$ cat src/rtl/ahbl_addr_splitter_if.sv
// Bus bundle for the 1:N AHB-Lite splitter: upstream master signals on src_*,
// per-slave fanout on dst_*, plus the registered data-phase select.
interface ahbl_addr_splitter_if #(
   parameter int N_PORTS = 2,
   parameter int W_ADDR  = 32,
   parameter int W_DATA  = 32
);
   logic                       src_hready;
   logic                       src_hready_resp;
   logic                       src_hresp;
   logic [W_ADDR-1:0]          src_haddr;
   logic                       src_hwrite;
   logic [1:0]                 src_htrans;
   logic [2:0]                 src_hsize;
   logic [2:0]                 src_hburst;
   logic [3:0]                 src_hprot;
   logic                       src_hmastlock;
   logic                       src_hexcl;
   logic [7:0]                 src_hmaster;
   logic [W_DATA-1:0]          src_hwdata;
   logic [W_DATA-1:0]          src_hrdata;
   logic                       src_hexokay;

   logic [N_PORTS-1:0]         dst_hready;
   logic [N_PORTS-1:0]         dst_hready_resp;
   logic [N_PORTS-1:0]         dst_hresp;
   logic [N_PORTS-1:0]         dst_hexokay;
   logic [N_PORTS*W_ADDR-1:0]  dst_haddr;
   logic [N_PORTS-1:0]         dst_hwrite;
   logic [N_PORTS*2-1:0]       dst_htrans;
   logic [N_PORTS*3-1:0]       dst_hsize;
   logic [N_PORTS*3-1:0]       dst_hburst;
   logic [N_PORTS*4-1:0]       dst_hprot;
   logic [N_PORTS-1:0]         dst_hmastlock;
   logic [N_PORTS-1:0]         dst_hexcl;
   logic [N_PORTS*8-1:0]       dst_hmaster;
   logic [N_PORTS*W_DATA-1:0]  dst_hwdata;
   logic [N_PORTS*W_DATA-1:0]  dst_hrdata;

   logic [N_PORTS-1:0]         slave_sel_d;

   // The splitter itself.
   modport slave (
      input  src_hready, src_haddr, src_hwrite, src_htrans, src_hsize, src_hburst,
             src_hprot, src_hmastlock, src_hexcl, src_hmaster, src_hwdata,
             dst_hready_resp, dst_hresp, dst_hexokay, dst_hrdata,
      output src_hready_resp, src_hresp, src_hrdata, src_hexokay,
             dst_hready, dst_haddr, dst_hwrite, dst_htrans, dst_hsize, dst_hburst,
             dst_hprot, dst_hmastlock, dst_hexcl, dst_hmaster, dst_hwdata,
             slave_sel_d
   );

   // The surrounding system: upstream master plus the downstream slaves.
   modport master (
      output src_hready, src_haddr, src_hwrite, src_htrans, src_hsize, src_hburst,
             src_hprot, src_hmastlock, src_hexcl, src_hmaster, src_hwdata,
             dst_hready_resp, dst_hresp, dst_hexokay, dst_hrdata,
      input  src_hready_resp, src_hresp, src_hrdata, src_hexokay,
             dst_hready, dst_haddr, dst_hwrite, dst_htrans, dst_hsize, dst_hburst,
             dst_hprot, dst_hmastlock, dst_hexcl, dst_hmaster, dst_hwdata,
             slave_sel_d
   );
endinterface

$ cat src/rtl/ahbl_addr_splitter.sv
// 1:N AHB-Lite address splitter: base/mask decode, registered data-phase owner,
// response mux, and a local two-cycle ERROR response for unmapped addresses.
module ahbl_addr_splitter #(
   parameter int N_PORTS = 2,
   parameter int W_ADDR  = 32,
   parameter int W_DATA  = 32,
   parameter logic [N_PORTS*W_ADDR-1:0] ADDR_MAP  = '0,
   parameter logic [N_PORTS*W_ADDR-1:0] ADDR_MASK = '0
) (
   input  logic                clk,
   input  logic                rst_n,
   ahbl_addr_splitter_if.slave bus
);
   typedef enum logic [1:0] {ST_IDLE, ST_ERR1, ST_ERR2} err_state_t;

   err_state_t         state;
   logic [N_PORTS-1:0] sel_a;
   logic [N_PORTS-1:0] sel_d;
   logic               active;
   logic               unmapped;

   assign active   = bus.src_htrans[1];
   assign unmapped = active && (sel_a == '0);

   // Lowest matching window wins, so sel_a is one-hot or zero.
   always_comb begin
      logic taken;
      sel_a = '0;
      taken = 1'b0;
      for (int i = 0; i < N_PORTS; i++) begin
         if (!taken && ((bus.src_haddr & ADDR_MASK[i*W_ADDR +: W_ADDR]) ==
                        ADDR_MAP[i*W_ADDR +: W_ADDR])) begin
            sel_a[i] = 1'b1;
            taken    = 1'b1;
         end
      end
   end

   assign bus.dst_hready    = {N_PORTS{bus.src_hready}};
   assign bus.dst_haddr     = {N_PORTS{bus.src_haddr}};
   assign bus.dst_hwrite    = {N_PORTS{bus.src_hwrite}};
   assign bus.dst_hsize     = {N_PORTS{bus.src_hsize}};
   assign bus.dst_hburst    = {N_PORTS{bus.src_hburst}};
   assign bus.dst_hprot     = {N_PORTS{bus.src_hprot}};
   assign bus.dst_hmastlock = {N_PORTS{bus.src_hmastlock}};
   assign bus.dst_hexcl     = {N_PORTS{bus.src_hexcl}};
   assign bus.dst_hmaster   = {N_PORTS{bus.src_hmaster}};
   assign bus.dst_hwdata    = {N_PORTS{bus.src_hwdata}};

   for (genvar i = 0; i < N_PORTS; i++) begin : g_port
      assign bus.dst_htrans[2*i +: 2] = (active && sel_a[i]) ? bus.src_htrans : 2'b00;
   end

   // Error states leave the slave outputs out of the response path entirely.
   always_ff @(posedge clk or negedge rst_n) begin
      if (!rst_n) begin
         state <= ST_IDLE;
         sel_d <= '0;
      end else begin
         if (bus.src_hready) begin
            sel_d <= active ? sel_a : '0;
         end
         case (state)
            ST_IDLE: if (bus.src_hready && unmapped) state <= ST_ERR1;
            ST_ERR1: state <= ST_ERR2;
            ST_ERR2: state <= (bus.src_hready && unmapped) ? ST_ERR1 : ST_IDLE;
            default: state <= ST_IDLE;
         endcase
      end
   end

   assign bus.slave_sel_d = sel_d;

   always_comb begin
      logic [W_DATA-1:0] rdata;
      rdata = '0;
      for (int i = 0; i < N_PORTS; i++) begin
         rdata = rdata | (bus.dst_hrdata[i*W_DATA +: W_DATA] & {W_DATA{sel_d[i]}});
      end
      bus.src_hready_resp = 1'b1;
      bus.src_hresp       = 1'b0;
      bus.src_hexokay     = 1'b0;
      bus.src_hrdata      = '0;
      if (state == ST_ERR1) begin
         bus.src_hready_resp = 1'b0;
         bus.src_hresp       = 1'b1;
      end else if (state == ST_ERR2) begin
         bus.src_hresp       = 1'b1;
      end else if (sel_d != '0) begin
         bus.src_hready_resp = |(sel_d & bus.dst_hready_resp);
         bus.src_hresp       = |(sel_d & bus.dst_hresp);
         bus.src_hexokay     = |(sel_d & bus.dst_hexokay);
         bus.src_hrdata      = rdata;
      end
   end
endmodule

$ cat src/flat_wrapper.sv
// flat-port wrapper written by rule: the top's interface ports become plain ports
module ahbl_addr_splitter_flat 
#(
   parameter int N_PORTS = 2,
   parameter int W_ADDR  = 32,
   parameter int W_DATA  = 32,
   parameter logic [N_PORTS*W_ADDR-1:0] ADDR_MAP  = '0,
   parameter logic [N_PORTS*W_ADDR-1:0] ADDR_MASK = '0
)
  (clk, rst_n, bus_src_hready, bus_src_haddr, bus_src_hwrite, bus_src_htrans, bus_src_hsize, bus_src_hburst, bus_src_hprot, bus_src_hmastlock, bus_src_hexcl, bus_src_hmaster, bus_src_hwdata, bus_dst_hready_resp, bus_dst_hresp, bus_dst_hexokay, bus_dst_hrdata, bus_src_hready_resp, bus_src_hresp, bus_src_hrdata, bus_src_hexokay, bus_dst_hready, bus_dst_haddr, bus_dst_hwrite, bus_dst_htrans, bus_dst_hsize, bus_dst_hburst, bus_dst_hprot, bus_dst_hmastlock, bus_dst_hexcl, bus_dst_hmaster, bus_dst_hwdata, bus_slave_sel_d);
  ahbl_addr_splitter_if #(.N_PORTS(N_PORTS), .W_ADDR(W_ADDR), .W_DATA(W_DATA)) bus_i ();
  input  logic clk;
  input  logic rst_n;
  input wire logic [$bits(bus_i.src_hready)-1:0] bus_src_hready;
  input wire logic [$bits(bus_i.src_haddr)-1:0] bus_src_haddr;
  input wire logic [$bits(bus_i.src_hwrite)-1:0] bus_src_hwrite;
  input wire logic [$bits(bus_i.src_htrans)-1:0] bus_src_htrans;
  input wire logic [$bits(bus_i.src_hsize)-1:0] bus_src_hsize;
  input wire logic [$bits(bus_i.src_hburst)-1:0] bus_src_hburst;
  input wire logic [$bits(bus_i.src_hprot)-1:0] bus_src_hprot;
  input wire logic [$bits(bus_i.src_hmastlock)-1:0] bus_src_hmastlock;
  input wire logic [$bits(bus_i.src_hexcl)-1:0] bus_src_hexcl;
  input wire logic [$bits(bus_i.src_hmaster)-1:0] bus_src_hmaster;
  input wire logic [$bits(bus_i.src_hwdata)-1:0] bus_src_hwdata;
  input wire logic [$bits(bus_i.dst_hready_resp)-1:0] bus_dst_hready_resp;
  input wire logic [$bits(bus_i.dst_hresp)-1:0] bus_dst_hresp;
  input wire logic [$bits(bus_i.dst_hexokay)-1:0] bus_dst_hexokay;
  input wire logic [$bits(bus_i.dst_hrdata)-1:0] bus_dst_hrdata;
  output wire logic [$bits(bus_i.src_hready_resp)-1:0] bus_src_hready_resp;
  output wire logic [$bits(bus_i.src_hresp)-1:0] bus_src_hresp;
  output wire logic [$bits(bus_i.src_hrdata)-1:0] bus_src_hrdata;
  output wire logic [$bits(bus_i.src_hexokay)-1:0] bus_src_hexokay;
  output wire logic [$bits(bus_i.dst_hready)-1:0] bus_dst_hready;
  output wire logic [$bits(bus_i.dst_haddr)-1:0] bus_dst_haddr;
  output wire logic [$bits(bus_i.dst_hwrite)-1:0] bus_dst_hwrite;
  output wire logic [$bits(bus_i.dst_htrans)-1:0] bus_dst_htrans;
  output wire logic [$bits(bus_i.dst_hsize)-1:0] bus_dst_hsize;
  output wire logic [$bits(bus_i.dst_hburst)-1:0] bus_dst_hburst;
  output wire logic [$bits(bus_i.dst_hprot)-1:0] bus_dst_hprot;
  output wire logic [$bits(bus_i.dst_hmastlock)-1:0] bus_dst_hmastlock;
  output wire logic [$bits(bus_i.dst_hexcl)-1:0] bus_dst_hexcl;
  output wire logic [$bits(bus_i.dst_hmaster)-1:0] bus_dst_hmaster;
  output wire logic [$bits(bus_i.dst_hwdata)-1:0] bus_dst_hwdata;
  output wire logic [$bits(bus_i.slave_sel_d)-1:0] bus_slave_sel_d;
  assign bus_i.src_hready = bus_src_hready;
  assign bus_i.src_haddr = bus_src_haddr;
  assign bus_i.src_hwrite = bus_src_hwrite;
  assign bus_i.src_htrans = bus_src_htrans;
  assign bus_i.src_hsize = bus_src_hsize;
  assign bus_i.src_hburst = bus_src_hburst;
  assign bus_i.src_hprot = bus_src_hprot;
  assign bus_i.src_hmastlock = bus_src_hmastlock;
  assign bus_i.src_hexcl = bus_src_hexcl;
  assign bus_i.src_hmaster = bus_src_hmaster;
  assign bus_i.src_hwdata = bus_src_hwdata;
  assign bus_i.dst_hready_resp = bus_dst_hready_resp;
  assign bus_i.dst_hresp = bus_dst_hresp;
  assign bus_i.dst_hexokay = bus_dst_hexokay;
  assign bus_i.dst_hrdata = bus_dst_hrdata;
  assign bus_src_hready_resp = bus_i.src_hready_resp;
  assign bus_src_hresp = bus_i.src_hresp;
  assign bus_src_hrdata = bus_i.src_hrdata;
  assign bus_src_hexokay = bus_i.src_hexokay;
  assign bus_dst_hready = bus_i.dst_hready;
  assign bus_dst_haddr = bus_i.dst_haddr;
  assign bus_dst_hwrite = bus_i.dst_hwrite;
  assign bus_dst_htrans = bus_i.dst_htrans;
  assign bus_dst_hsize = bus_i.dst_hsize;
  assign bus_dst_hburst = bus_i.dst_hburst;
  assign bus_dst_hprot = bus_i.dst_hprot;
  assign bus_dst_hmastlock = bus_i.dst_hmastlock;
  assign bus_dst_hexcl = bus_i.dst_hexcl;
  assign bus_dst_hmaster = bus_i.dst_hmaster;
  assign bus_dst_hwdata = bus_i.dst_hwdata;
  assign bus_slave_sel_d = bus_i.slave_sel_d;
  ahbl_addr_splitter #(.N_PORTS(N_PORTS), .W_ADDR(W_ADDR), .W_DATA(W_DATA), .ADDR_MAP(ADDR_MAP), .ADDR_MASK(ADDR_MASK)) u_core (.clk(clk), .rst_n(rst_n), .bus(bus_i));
endmodule
$ cat config.mk
export PLATFORM = sky130hd
export DESIGN_NAME = ahbl_addr_splitter_flat
export DESIGN_NICKNAME = d
export VERILOG_FILES = /design/src/rtl/ahbl_addr_splitter_if.sv /design/src/rtl/ahbl_addr_splitter.sv /design/src/flat_wrapper.sv
export SDC_FILE = /design/constraint.sdc
export NUM_CORES = 1
export LEC_CHECK = 0
export ABC_AREA = 1
export BUFFER_PORTS_ARGS = -buffer_cell sky130_fd_sc_hd__buf_2
export CAP_MARGIN = 20
export CORE_AREA = 2 2 146 148
export DETAILED_ROUTE_END_ITERATION = 16
export DIE_AREA = 0 0 148 150
export PLACE_DENSITY_LB_ADDON = 0.1
export SLEW_MARGIN = 15
export SYNTH_ARGS = -nofsm -noshare
export SYNTH_HDL_FRONTEND = slang
export SYNTH_SLANG_ARGS = --single-unit
$ cat constraint.sdc
create_clock -name clk -period 2.1 [get_ports clk]
set_input_delay 0.42 -clock clk [delete_from_list [all_inputs] [get_ports clk]]
set_output_delay 0.42 -clock clk [all_outputs]
set_load 0.02 [all_outputs]
# == Yosys cells after proc, flatten, opt, wreduce, memory -nomap -nowiden ==
# Cells that the tools add are included.
# totals
register_bits,4
latch_bits,0
ramBits,0
mem_bits_ro,0
output_inout_bits,213
word_cells,30
memories,0
# classes
add_sub_neg,0
n_mul,0
div_mod_pow,0
order_cmp,0
eq_ne,2
shifts,0
mux,15
bitwise,6
n_reduce_logical,5
# ops
cell,count
two-way mux 32 bit,3
bitwise AND 32 bit,2
OR 32 bit,1
two-way mux 1 bit,10
bitwise AND 2 bit,3
OR reduction 2 bit,3
case mux 2 bit (2 select lines),1
== test 2 x 1 -> 1 bit (second input constant),1
== test 2 bit (second input constant),1
zero test 2 bit,1
two-way mux 2 bit,1
nonzero test 2 bit,1

# == Depth between registers and ports, before layout ==
# depth
word_depth,5
depth_mapped,4

# == Worst setup path before layout ==
# Ideal clock, no wire load.
# synth_path
kind,register -> output
from,register u_core.sel_d[0] (netlist: u_core.bus.slave_sel_d[0])
to,output bus_src_hrdata[0]
arrival_ns,0.918
required_time_ns,1.680
path_slack_ns,0.762
stages_incl_launch_ff,5
cell_sequence,dfrtp_1 > buf_6 > buf_8 > nand2_1 > inv_1
# synth_via
elab_chain_cells,5
elab_cells_between_ends,6
cone_classes,mux: 3; bitwise: 2; reduce/logical: 1
# synth_rtl
element,line,text
start: declaration,ahbl_addr_splitter.sv:18,logic [N_PORTS-1:0] sel_d;
start signal: assignment,ahbl_addr_splitter.sv:61,sel_d <= active ? sel_a : '0;
bitwise AND 32 bit,ahbl_addr_splitter.sv:78,rdata = rdata | (bus.dst_hrdata[i*W_DATA +: W_DATA] & {W_DATA{sel_d[i]}});
OR 32 bit,ahbl_addr_splitter.sv:78,
two-way mux 32 bit *,ahbl_addr_splitter.sv:89,end else if (sel_d != '0) begin
two-way mux 32 bit *,ahbl_addr_splitter.sv:87,end else if (state == ST_ERR2) begin
two-way mux 32 bit *,ahbl_addr_splitter.sv:84,if (state == ST_ERR1) begin
end: declaration,flat_wrapper.sv:31,output wire logic [$bits(bus_i.src_hrdata)-1:0] bus_src_hrdata;
# Every way passes the cells marked *; elsewhere a longest branch is shown, timed or not.

# == Final worst setup path ==
# layout_path
from,register u_core.sel_d[0] (netlist: u_core.bus.slave_sel_d[0])
to,output bus_src_hrdata[6]
# The elaborated chain is that of the path after synthesis.

==> flow_summary.yaml <==
worst_setup_path:
  critPathCaptureType: "output port"
  timing.critical_path.fanout_max: 26
  wp_data_required_ns: 1.68
  cp.arrival_ns: 0.95
  worst_setup_path_start_kind: "flip-flop"
  setup.worst_path.class: "reg -> out"
routing:
  drtAntennaViolNets: 0
  wl_um: 2990
  routed-via-count: 803
  detailedRoute.firstPassIterationCount: 2
  dr_vias_cell: 1.84
  drtIter0Drc: 19
  drcViolationCount: 0
  routed_wire_length_per_instance_um: 6.87
flow_run:
  max-cap-violations: 0
layout:
  mostFrequentLayoutCells: "buf_2 (79), nand2_1 (30), inv_1 (28)"
  finish.net_count: 323
  fin_cells: 436
  layout_commonest_cell: "buf_2"
  largest_register_ffs: 1
  filler_cell_count: 2504
  final_core_utilization_pct: 5.31
  multi_input_comb_area_sq_um: 180
  syn2layout_area_growth_pct: -36.1
  ff_latch_area_sq_um: 25.0
  share_of_final_layout_standard_cells_stronger_than_drive_strength_1_pct: 61.5
  antenna-diode-count: 0
placed_design:
  numPortBuffers: 79
  dp_worst_setup_slack_ns: 0.689
  dp_hpwl_um: 2600
  routability_congestion_estimate: 0.607
  dpl.cell_count: 436
floorplanning:
  rows: 53
  fp.dieArea_sq_mm: 0.0222
  initial_utilization_pct: 8.31
  die-width_um: 148
  num_ports: 373
  core_area_sq_mm: 0.0207
  chipHeight_um: 150
sta:
  report.final.hold_viol_count: 0
  maxSlewViolCount: 0
  finalSetupViolations: 0
  min_clock_period_post_route_ns: 1.37
  clock-skew-final_ns: 0
  max_frequency_ghz: 0.730
  grt_setup_unrepaired: "no"
  fin_tns_setup_ns: 0
  layout_worst_path_cycle_share_pct: 65.3
  final.setup.worst_slack_ns: 0.729
grt:
  largest_net_degree_at_the_start_of_global_routing: 27
  grt_antenna_before_repair: 0
  grt.overflow.total: 0
  global_route_wire_length_before_repair_um: 4110
  grt.total_usage_pct: 2.28
  grt_pass1_vias: 815
cts:
  worst_skew_pair_later_pin_latency_ns: 0
  postCtsResizedCells: 0
  cts.hold.buffers_added: 0
  cts_setup_buffers: 0
  path_clk_slew_ns: 0
pwr:
  static_leakage_nw: 0.739
  share_seq_of_total_power_pct: 9.0
  power.density_mw_per_mm2: 225
  fraction_of_power_consumed_by_combinational_cells_pct: 91.0
  switching_power_mw: 0.145
  max-vdd-ir-drop_mv: 0.0401
  p_clk_share_pct: 0
  p_int_mw: 0.102
  design_power_total_mw: 0.247
  power.switching_fraction_pct: 58.7
logic_synthesis:
  postSynthRegisterBits: 1
  syn_area_sq_mm: 0.00172
  syn_avg_cell_area_sq_um: 6.66
  ys_warn_count: 0
  synthesis.instances: 258
  synth.yosys.seq_area_share_pct: 1.46
  ys_types: 10
outcome:
  run_status: "finished clean"
hold_path:
  timing.hold.worst.class: "in -> async"
## worst paths after layout
check	from	cells after the start	slack (ns)	to
max in group asynchronous	rst_n	1	1.82	u_core.bus.slave_sel_d[0]
max	u_core.bus.slave_sel_d[0]	4	0.73	bus_src_hrdata[6]
min	rst_n	1	0.20	u_core.bus.slave_sel_d[0]
min reg2reg	u_core.bus.slave_sel_d[0]	3	0.69	u_core.bus.slave_sel_d[0]
max reg2reg	u_core.bus.slave_sel_d[0]	3	1.31	u_core.bus.slave_sel_d[0]
min in group clk	bus_src_htrans[1]	3	0.66	u_core.bus.slave_sel_d[0]
## through the flow
| stage | area [sq um] | hold slack (ns) |
|---|---|---|
| 2_1_floorplan | 1730 | 0.124 |
| 3_3_place_gp | 1100 | 0.197 |
| 3_5_place_dp | 1100 | 0.198 |
| 4_1_cts | 1100 | 0.198 |
| 5_1_grt | 1100 | 0.200 |
| 6_report | 1100 | 0.196 |
## cells in the mapped netlist
cell type  count  area, sq um
buf_12         1         20.0
buf_4        176         1320
buf_6          1         11.3
buf_8          2         30.0
conb_1         1         3.75
dfrtp_1        1         25.0
inv_1         28          105
inv_2          9         33.8
nand2_1       30          113
nand2_2        9         56.3
## power groups by stage
stage	Sequential (mW)	Clock [mW]	Combinational, mW
2_1_floorplan	0.0247	0	0.626
3_3_place_gp	0.0224	0	0.233
3_5_place_dp	0.0223	0	0.230
4_1_cts	0.0223	0	0.231
5_1_grt	0.0226	0	0.247
6_report	0.0222	0	0.225
## per-layer routing
metal / vias to the layer above / GRT usage [%] / wire length [um]
met2: 86 / 4.47 / 1490
met3: 53 / 0.762 / 493
met1: 304 / 1.39 / 629
met5: - / 0 / 0
li1: 360 / - / -
met4: 0 / 2.95 / 382
## worst max-delay path, cell delays in order, from the launching register on
cell	delay (ns)
dfrtp_1	0.32
buf_4	0.28
nand2_1	0.13
inv_1	0.06
buf_2	0.15
## area by class of cell
type | instances | share of cell area [%]
well taps | 275 | 31.3
repair buffers | 81 | 37.4
multi-input cells | 42 | 16.4
flip-flops and latches | 1 | 2.28
inverters | 37 | 12.6
## cell families after synthesis
group	Yosys count	share of synthesized area [%]
buf+inv	217	88.5
other cells	1	0.218
simple gates	39	9.83
flops	1	1.46
Note: power is estimated with default switching activity, not from simulation.
